==> src/rtl/pc_control.sv <==
// Program counter with conditional jumps and a LIFO return-address stack.
// Every redirect is registered and appears on PC one rising edge later.
module pc_control #(
  parameter int unsigned STACK_DEPTH = 8
) (
  input  logic       CLK,
  input  logic       RST,
  input  logic       stall,
  input  logic [1:0] JCTL,
  input  logic [7:0] addr,
  input  logic       stack_command,
  input  logic [1:0] stack_ctl,
  input  logic       zero_flag,
  output logic [7:0] PC,
  output logic       taken,
  output logic [4:0] stack_depth,
  output logic       stack_empty,
  output logic       stack_full,
  output logic       overflow,
  output logic       underflow
);

  localparam int unsigned AW = (STACK_DEPTH > 1) ? $clog2(STACK_DEPTH) : 1;
  localparam int unsigned DW = 5;

  logic [7:0]    stack_mem [STACK_DEPTH];
  logic [7:0]    pc_inc;
  logic [7:0]    pc_next;
  logic          taken_next;
  logic [DW-1:0] depth_next;
  logic          overflow_next;
  logic          underflow_next;
  logic          push;

  assign stack_empty = (stack_depth == DW'(0));
  assign stack_full  = (stack_depth == DW'(STACK_DEPTH));
  assign pc_inc      = PC + 8'd1;

  // Next-state selection: stall > stack operation > jump control
  always_comb begin
    pc_next        = PC;
    taken_next     = 1'b0;
    depth_next     = stack_depth;
    overflow_next  = overflow;
    underflow_next = underflow;
    push           = 1'b0;
    if (!stall) begin
      pc_next = pc_inc;
      if (stack_command) begin
        case (stack_ctl)
          2'b01: begin
            if (stack_full) begin
              overflow_next = 1'b1;
            end else begin
              push       = 1'b1;
              depth_next = stack_depth + DW'(1);
              pc_next    = addr;
              taken_next = 1'b1;
            end
          end
          2'b10: begin
            if (stack_empty) begin
              underflow_next = 1'b1;
            end else begin
              depth_next = stack_depth - DW'(1);
              pc_next    = stack_mem[AW'(stack_depth - DW'(1))];
              taken_next = 1'b1;
            end
          end
          default: ;
        endcase
      end else begin
        case (JCTL)
          2'b01: begin
            pc_next    = addr;
            taken_next = 1'b1;
          end
          2'b10: begin
            if (zero_flag) begin
              pc_next    = addr;
              taken_next = 1'b1;
            end
          end
          2'b11: begin
            if (!zero_flag) begin
              pc_next    = addr;
              taken_next = 1'b1;
            end
          end
          default: ;
        endcase
      end
    end
  end

  always_ff @(posedge CLK or posedge RST) begin
    if (RST) begin
      PC          <= 8'h00;
      taken       <= 1'b0;
      stack_depth <= '0;
      overflow    <= 1'b0;
      underflow   <= 1'b0;
    end else begin
      PC          <= pc_next;
      taken       <= taken_next;
      stack_depth <= depth_next;
      overflow    <= overflow_next;
      underflow   <= underflow_next;
    end
  end

  // Stack storage is not reset; entries above stack_depth are never read
  always_ff @(posedge CLK) begin
    if (push && !RST) begin
      stack_mem[AW'(stack_depth)] <= pc_inc;
    end
  end

endmodule
==> config.mk <==
export PLATFORM = sky130hd
export DESIGN_NAME = pc_control
export DESIGN_NICKNAME = d
export VERILOG_FILES = /design/src/rtl/pc_control.sv
export SDC_FILE = /design/constraint.sdc
export NUM_CORES = 1
export LEC_CHECK = 0
export ABC_AREA = 1
export CAP_MARGIN = 20
export CORE_MARGIN = 2
export CORE_UTILIZATION = 40
export CTS_CLUSTER_DIAMETER = 120
export DETAILED_ROUTE_END_ITERATION = 6
export HOLD_SLACK_MARGIN = 0.03
export PLACE_DENSITY = 0.65
export SLEW_MARGIN = 20
export SYNTH_ARGS = -nofsm -noshare
export SYNTH_HDL_FRONTEND = slang
export SYNTH_SLANG_ARGS = --single-unit
==> constraint.sdc <==
create_clock -name CLK -period 2.85 [get_ports CLK]
set_clock_uncertainty 0.2 [all_clocks]
set_input_delay 0.285 -clock CLK [delete_from_list [all_inputs] [get_ports CLK]]
set_output_delay 0.285 -clock CLK [all_outputs]
set_load 0.01 [all_outputs]
* After elaboration in Yosys (flattened, before gate mapping)
Memories as Yosys holds them, arrays and structs flattened.
Index checks and enable logic that the tools add are counted.
** Operators by class
- Add/subtract/negate cells :: 3
- Multipliers :: 0
- Div/mod/pow operators :: 0
- $lt $le $gt $ge :: 0
- Eq/ne operators :: 8
- Shift operators :: 0
- Multiplexer cells :: 23
- Bitwise operators :: 1
- Reductions and logical operators :: 7
** Operators with widths (count)
- two-way mux 8 bit :: 5
- case mux 8 bit (3 select lines) :: 1
- case mux 8 bit (2 select lines) :: 1
- two-way mux 1 bit :: 11
- two-way mux 5 bit :: 2
- case mux 5 bit (2 select lines) :: 1
- adder 8 x 1 -> 8 bit (second input constant) :: 1
- AND reduction 4 bit :: 2
- == test 2 bit (second input constant) :: 3
- adder 5 x 1 -> 5 bit (second input constant) :: 1
- == test 5 x 4 -> 1 bit (second input constant) :: 1
- logical NOT 5 bit :: 1
- AND reduction 5 bit :: 1
- subtractor 5 x 1 -> 5 bit (second input constant) :: 1
- == test 2 x 1 -> 1 bit (second input constant) :: 2
- != test 2 bit (second input constant) :: 2
- case mux 1 bit (3 select lines) :: 1
- case mux 1 bit (2 select lines) :: 1
- nonzero test 2 bit :: 1
- logical AND 1 bit :: 1
- logical NOT 1 bit :: 1
- inverter 1 bit :: 1
** Storage, ports and cells
- Flip-flop bits (word level) :: 16
- Bits in latches :: 0
- Memory bits (writable) :: 64
- Bits in read-only memories :: 0
- Input port bits :: 17
- Output and inout bits :: 18
- Word-level logic and storage cells :: 48
- Memories kept :: 1
** Memory list
- stack_mem :: depth 8, bits a word 8, rd ports 1, clocked after Yosys merged registers in 0, wr ports 1, line 26 : logic [7:0] stack_mem [STACK_DEPTH];

* Logic depth before layout (Yosys ltp)
Gate-level depths: netlist of the first run.
- Word-level depth :: 8
- Gate-level depth with buffers :: 14
- Depth with buffers taken out :: 13

* Worst setup path before layout of the first run
Ideal clock, no wire load.
- Path kind :: register -> register
- Start :: register stack_depth[0]
- End :: memory stack_mem[1][0], enable pin
- Setup time :: 0.383 ns
- Data arrival time :: 2.067 ns
- Data required time :: 2.267 ns
- Path slack :: 0.200 ns
- Stages on the path, launching flop included :: 11
- Path buffers :: 1
- Period minus slack after synthesis :: 2.650 ns
- Cells stage by stage :: dfrtp_1 -> inv_1 -> buf_2 -> ha_1 -> inv_1 -> nor2_1 -> nand3_1 -> nand2_1 -> nor3_2 -> nand2_1 -> nor3_1
** On the way
- Longest elaborated chain between the ends :: 8
** Ends and longest elaborated chain
- start, declared :: line 16 : output logic [4:0] stack_depth,
- start signal, assigned :: line 106 : stack_depth <= depth_next;
- == test 5 x 4 -> 1 bit :: line 36 : assign stack_full = (stack_depth == DW'(STACK_DEPTH));
- two-way mux 1 bit :: line 52 : if (stack_full) begin
- two-way mux 1 bit :: line 50 : case (stack_ctl)
- two-way mux 1 bit :: line 49 : if (stack_command) begin
- two-way mux 1 bit :: line 47 : if (!stall) begin
- logical AND 1 bit :: line 114 : if (push && !RST) begin
- two-way mux 1 bit :: line 114
- two-way mux 1 bit (not written as such) :: line 115 : stack_mem[AW'(stack_depth)] <= pc_inc;
- end, declared :: line 26
Parallel ways exist; a longest one is shown, timed or not.

* Final worst setup path of the first run
- Start :: register stack_depth[1]
- End :: output port stack_full
** On the way
- Longest elaborated chain between the ends :: 1
** Ends and longest elaborated chain
- == test 5 x 4 -> 1 bit :: line 36
- end, declared :: line 18 : output logic stack_full,
Every way passes these cells.

==> run_results.csv, run 1 <==
group,metric,value,unit
outcome,status,"finished clean",
drt,wl_per_cell,15.5,microns
yosys,synthesis.instances,495,
yosys,seq_area_frac_synth,54.4,%
cells_and_area,antennaDiodeCount,0,
timing,worst_pin_slew,805,ps
drt,wirelength,10600,microns
cts,cts_max_path_buffers,2,
grt,antenna_found_initial,0,
yosys,syn-cell-area,4270,sq um
setup_path,cp_slowest_cell,"clkdlybuf4s50_1",
setup_path,cp.buffers_inverters,4,
cts,clock-sinks,80,
timing,setup_viol,0,
yosys,synth_most_common_cell,"nand2_1",
power_and_ir_drop,seqPwrFrac,35.9,%
setup_path,crit_chain,"inv_1 > ha_1 > inv_1 > nor2_1 > nand3_1 > inv_1 > clkdlybuf4s50_1",
floorplan,rows,37,
cts,htreeDepth,3,
setup_path,max_stage_delay,520,ps
yosys,synth-seq-cells,80,
drt,routed_via_density,5.08,
floorplan,boundaryPins,35,
placement,gp_congestion,0.924,
power_and_ir_drop,powerDensity,847,nW/um^2
setup_path,critPathTopFamily,"buffers and inverters",
timing,hold_violations,0,
cts,clk_latency,340,ps
grt,grt_pass1_wl,16900,microns
worst_hold_path,hp-class,"in -> async",
job,maxCapViolations,0,
drt,vias,3476,
cts,post_cts_resized,0,
floorplan,core_area,10300,sq um
cts,numCtsBuffers,9,
drt,dr.pass1.iters,5,
power_and_ir_drop,combPwrFrac,46.6,%
grt,grt_pass1_vias,3281,
power_and_ir_drop,p_int,2.40,mW
setup_path,crit_type,"reg -> out",
yosys,ys_top_cells_by_count,"205 x nand2_1, 64 x edfxtp_1, 54 x nand3_1",
power_and_ir_drop,vdd_drop_max,0.351,mV
cts,cts_root_buffer,"clkbuf_8",
setup_path,path_max_fanout,6,
yosys,netlist.area_leader.share,45.0,%
power_and_ir_drop,switching_power,1.84,mW
cells_and_area,layout-drive-gt1-share,9.49,%
yosys,yosys_most_used_dff,"edfxtp_1",
power_and_ir_drop,p_leak,2.21,nW
cts,post_cts_buffers,0,
yosys,ys_types,37,
timing,rsz0062_at_grt,"false",
floorplan,initial_core_util,41.4,%
cells_and_area,nets,566,
setup_path,end_kind,"primary output",
grt,overflow,0,
timing,max_freq,375,MHz
timing,final.period_utilization,93.5,%
power_and_ir_drop,p_sw_share,43.4,%
floorplan,fp.dieH,107,microns
drt,drt-initial-drc-count,209,
yosys,synth.avg_cell_area,8.63,sq um
setup_path,cp.arrival,2180,ps
timing,final-max-slew-violation-count,0,
yosys,synth_top_cell_by_area,"edfxtp_1",
placement,dpl.hpwl,7580,microns
cells_and_area,fill_cells,986,
timing,fin_hold_ws,223,ps
grt,global_route.usage.total,19.4,%
drt,ant_nets,0,
setup_path,path_common_cell,"inv_1",
power_and_ir_drop,clockPowerShare,17.6,%
yosys,synth_nets,518,
timing,tns,0,ps
drt,drc,0,
cts,cts-hold-fix-buffers,0,
floorplan,dieArea,11500,sq um
yosys,synth_edf_count,64,
yosys,yosysWarningCount,0,
grt,grt_max_degree,40,
yosys,ys_top_cells_by_area,"edfxtp_1 45%, nand2_1 18%, dfrtp_1 9.4%",
cts,path_clk_slew,80,ps
timing,finalCriticalPeriod,2660,ps
setup_path,worst_ep_required_time,2370,ps
placement,port_buffers,34,
setup_path,cp-start-kind,"flip-flop",
cells_and_area,area_growth,17.1,%
cts,cts_tree,"done",
timing,slew_headroom,46.1,%
yosys,synthArstFlopShare,20.0,%
floorplan,die_x,107,microns
==> layout by cell type (no fill, tap or decap), types with 2 or more instances in the layout <==
| cell type | synthesis | final |
|---|---|---|
| edfxtp_1 | 64 | 64 |
| o21ai_2 | 3 | 3 |
| dfrtp_1 | 16 | 16 |
| inv_1 | 45 | 45 |
| clkbuf_8 | 0 | 9 |
| nand2_2 | 2 | 2 |
| clkinv_4 | 0 | 2 |
| inv_2 | 3 | 3 |
| a22oi_1 | 2 | 2 |
| nor2_4 | 2 | 2 |
| nand3_2 | 2 | 2 |
| o21ai_0 | 7 | 7 |
| nand3_1 | 54 | 54 |
| nor3_1 | 2 | 2 |
| xnor2_1 | 3 | 3 |
| ha_1 | 6 | 6 |
| nand4_1 | 7 | 7 |
| nor2_1 | 27 | 27 |
| clkinv_1 | 1 | 3 |
| nor2_8 | 2 | 2 |
| buf_4 | 2 | 17 |
| o21bai_1 | 2 | 2 |
| clkdlybuf4s50_1 | 0 | 34 |
| a21oi_1 | 9 | 9 |
| a21boi_0 | 4 | 4 |
| o21ai_1 | 3 | 3 |
| nand2_1 | 205 | 205 |
==> final timing paths <==
kind | depth (start not counted) | from | end | slack [ps]
max | 7 | stack_depth[1] | stack_full | 190
min | 2 | RST | overflow | 220
max reg2reg | 11 | stack_depth[1] | PC[6] | 410
min reg2reg | 1 | underflow | underflow | 300
max in group asynchronous | 2 | RST | PC[7] | 1800
min in group CLK | 1 | underflow | underflow | 300
==> registers in the layout, summed over array words and instances (netlist names) <==
name         flops
PC               8
taken            1
underflow        1
stack_depth      5
overflow         1
stack_mem       64
==> per-stage QoR <==
| stage | cells | power [mW] | util, % | cell area (sq um) | setup WS [ps] |
|---|---|---|---|---|---|
| floorplan | 495 | 2.81 | - | 4270 | 200 |
| global placement | 668 | 3.50 | 46.8 | 4830 | 409 |
| detailed placement | 668 | 3.50 | 46.8 | 4830 | 397 |
| CTS | 684 | 4.25 | 48.4 | 5000 | 184 |
| global route | 684 | 4.50 | 48.4 | 5000 | 40.5 |
| finish | 684 | 4.23 | 48.4 | 5000 | 186 |
==> layout make-up <==
cell class	instances	area (sq um)	area share, %
clock inverter	7	46.3	0.926
clock buffer	9	124	2.48
tap	136	170	3.40
multi-input combinational	352	1680	33.7
sequential	80	2320	46.5
timing repair buffer	51	468	9.36
inverter	49	184	3.68
==> logic make-up (layout without fill, tap and decap cells) <==
| kind of cell | Yosys count | count (layout) | synth area share (%) |
|---|---|---|---|
| simple gates | 308 | 308 | 31.4 |
| flops | 80 | 80 | 54.4 |
| buf+inv | 63 | 116 | 6.18 |
| compound gates | 32 | 32 | 4.66 |
| fa+ha+maj | 6 | 6 | 1.76 |
| xor+xnor | 6 | 6 | 1.58 |
==> power groups by stage <==
stage	Clock [mW]	Combinational, mW	Sequential (mW)
finish	0.743	1.97	1.52
global route	0.796	2.17	1.54
CTS	0.758	1.97	1.52
detailed placement	0	1.96	1.54
global placement	0	1.95	1.54
floorplan	0	1.25	1.56
==> metal layers <==
| layer | share of wire [%] | up-vias | GRT usage (%) |
|---|---|---|---|
| met5 | 0 | - | 0 |
| met4 | 1.0 | 0 | 5.66 |
| met3 | 6.3 | 11 | 3.09 |
| met2 | 49 | 129 | 33.3 |
| met1 | 44 | 1626 | 25.4 |
| li1 | - | 1710 | - |
Power figures use the tool's default switching activity.
==> inputs of run 2 (changes only) <==
Clock period 2.85 ns to 2.55 ns, I/O delays scaled along.
==> run 2 against run 1 <==
  * Critical path depth unchanged
  * Highest routed layer unchanged
  * First-iteration DRC count increased by 68%
  * Register-to-register slack worse by 110 ps
  * Sequential power up 12%
==> run_results.csv, run 2 (synthesis results as in run 1) <==
group,metric,value,unit
timing,fin_ws,115,ps
timing,worst_pin_slew,759,ps
grt,grt_max_degree,40,
timing,setup_viol,0,
timing,final-max-slew-violation-count,0,
cts,cts_tree,"done",
cells_and_area,area_growth,18.6,%
setup_path,crit_type,"reg -> out",
setup_path,cp.buffers_inverters,4,
setup_path,cp-start-kind,"flip-flop",
cells_and_area,largest_reg_flops,64,
cts,numCtsBuffers,9,
cts,cts_root_buffer,"clkbuf_8",
cells_and_area,antennaDiodeCount,0,
setup_path,worst_ep_required_time,2100,ps
cells_and_area,nets,570,
grt,antenna_found_initial,0,
cells_and_area,top_regs,"stack_mem: 64 flops, PC: 8 flops, stack_depth: 5 flops",
cts,post_cts_buffers,0,
cts,htreeDepth,3,
placement,dpl.hpwl,7770,microns
floorplan,initial_core_util,41.4,%
grt,grt_pass1_wl,18000,microns
job,maxCapViolations,0,
cts,path_clk_slew,90,ps
cells_and_area,fin_cells,688,
timing,tns,0,ps
setup_path,path_max_fanout,6,
setup_path,reg2reg_to,"PC[7]",
setup_path,path_common_cell,"inv_1",
floorplan,boundaryPins,35,
placement,place_ws,142,ps
grt,global_route.usage.total,20.7,%
setup_path,r2r_slack,300,ps
floorplan,die_x,107,microns
cells_and_area,seq_area,2320,sq um
grt,grt_pass1_vias,3366,
setup_path,rr_worst_depth,12,
placement,dp_cells,672,
floorplan,fp.dieH,107,microns
timing,finalCriticalPeriod,2440,ps
cts,clk_latency,360,ps
cts,clock-sinks,80,
drt,drc,0,
setup_path,cp.arrival,1980,ps
drt,wl_per_cell,15.9,microns
cells_and_area,most-common-layout-cells,"205 x nand2_1, 64 x edfxtp_1, 54 x nand3_1, 45 x inv_1, 34 x clkdlybuf4s50_1",
setup_path,critPathTopFamily,"buffers and inverters",
floorplan,rows,37,
drt,routed_via_density,5.06,
drt,drt-initial-drc-count,352,
drt,dr.pass1.iters,5,
timing,max_freq,411,MHz
drt,vias,3483,
power_and_ir_drop,vdd_drop_max,0.393,mV
cts,cts_max_path_buffers,2,
timing,rsz0062_at_grt,"false",
cells_and_area,regMostFlops,"stack_mem",
setup_path,max_stage_delay,520,ps
power_and_ir_drop,p_leak,2.23,nW
setup_path,cp_slowest_cell,"clkdlybuf4s50_1",
setup_path,startpoint,"stack_depth[1]",
cells_and_area,fill_cells,973,
setup_path,end_kind,"primary output",
worst_hold_path,hp-class,"in -> async",
grt,overflow,0,
placement,port_buffers,34,
timing,final.period_utilization,95.5,%
timing,slew_headroom,49.0,%
floorplan,core_area,10300,sq um
cts,post_cts_resized,0,
power_and_ir_drop,powerDensity,968,nW/um^2
drt,wirelength,10900,microns
drt,ant_nets,0,
setup_path,crit_chain,"inv_1 > ha_2 > inv_1 > nor2_1 > nand3_1 > inv_1 > clkdlybuf4s50_1",
cells_and_area,final_common_cell,"nand2_1",
cts,cts-hold-fix-buffers,0,
cells_and_area,layout-drive-gt1-share,10.9,%
setup_path,r2r-start,"stack_depth[1]",
cells_and_area,multiInputGateArea,1700,sq um
floorplan,dieArea,11500,sq um
timing,hold_violations,0,
outcome,status,"finished clean",
placement,gp_congestion,0.911,
==> run 2: area by class of cell <==
| class | count | area share, % |
|---|---|---|
| clock buffer | 10 | 2.52 |
| tap | 136 | 3.36 |
| timing repair buffer | 55 | 9.83 |
| clock inverter | 6 | 1.31 |
| sequential | 80 | 45.9 |
| multi-input combinational | 352 | 33.5 |
| inverter | 49 | 3.63 |
==> run 2: worst max-delay path by stage <==
stage / end / slack (ps) / cells past startpoint
4_1_cts: stack_full / 70 / 7
5_1_grt: stack_full / 10 / 7
3_5_place_dp: stack_mem[6][7] / 140 / 8
2_1_floorplan: stack_mem[4][0] / 120 / 10
3_3_place_gp: stack_mem[6][3] / 140 / 8
6_report: stack_full / 110 / 7
==> run 2: power by group <==
group / switching (mW) / leakage (nW) / internal, mW
logic: 1.48 / 1.36 / 0.764
registers: 0.127 / 0.781 / 1.58
clock network: 0.493 / 0.0909 / 0.457
==> run 2: metal layers <==
layer  track usage, %  wire length [microns]  vias to the layer above
met5                0                      0                        -
li1                 -                      -                     1717
met3             3.69                    632                       12
met4             5.38                    126                        0
met1             29.5                   5000                     1638
met2             32.7                   5180                      116
==> run 2: through the flow <==
step / util (%) / hold slack, ps / instance area [sq um] / power (mW)
after floorplan: - / -31.3 / 4280 / 3.15
after global placement: 47.2 / 264 / 4870 / 3.95
after detailed placement: 47.2 / 278 / 4870 / 3.96
after CTS: 49.0 / 181 / 5060 / 4.90
after global routing: 49.1 / 235 / 5070 / 5.21
final: 49.1 / 171 / 5070 / 4.90
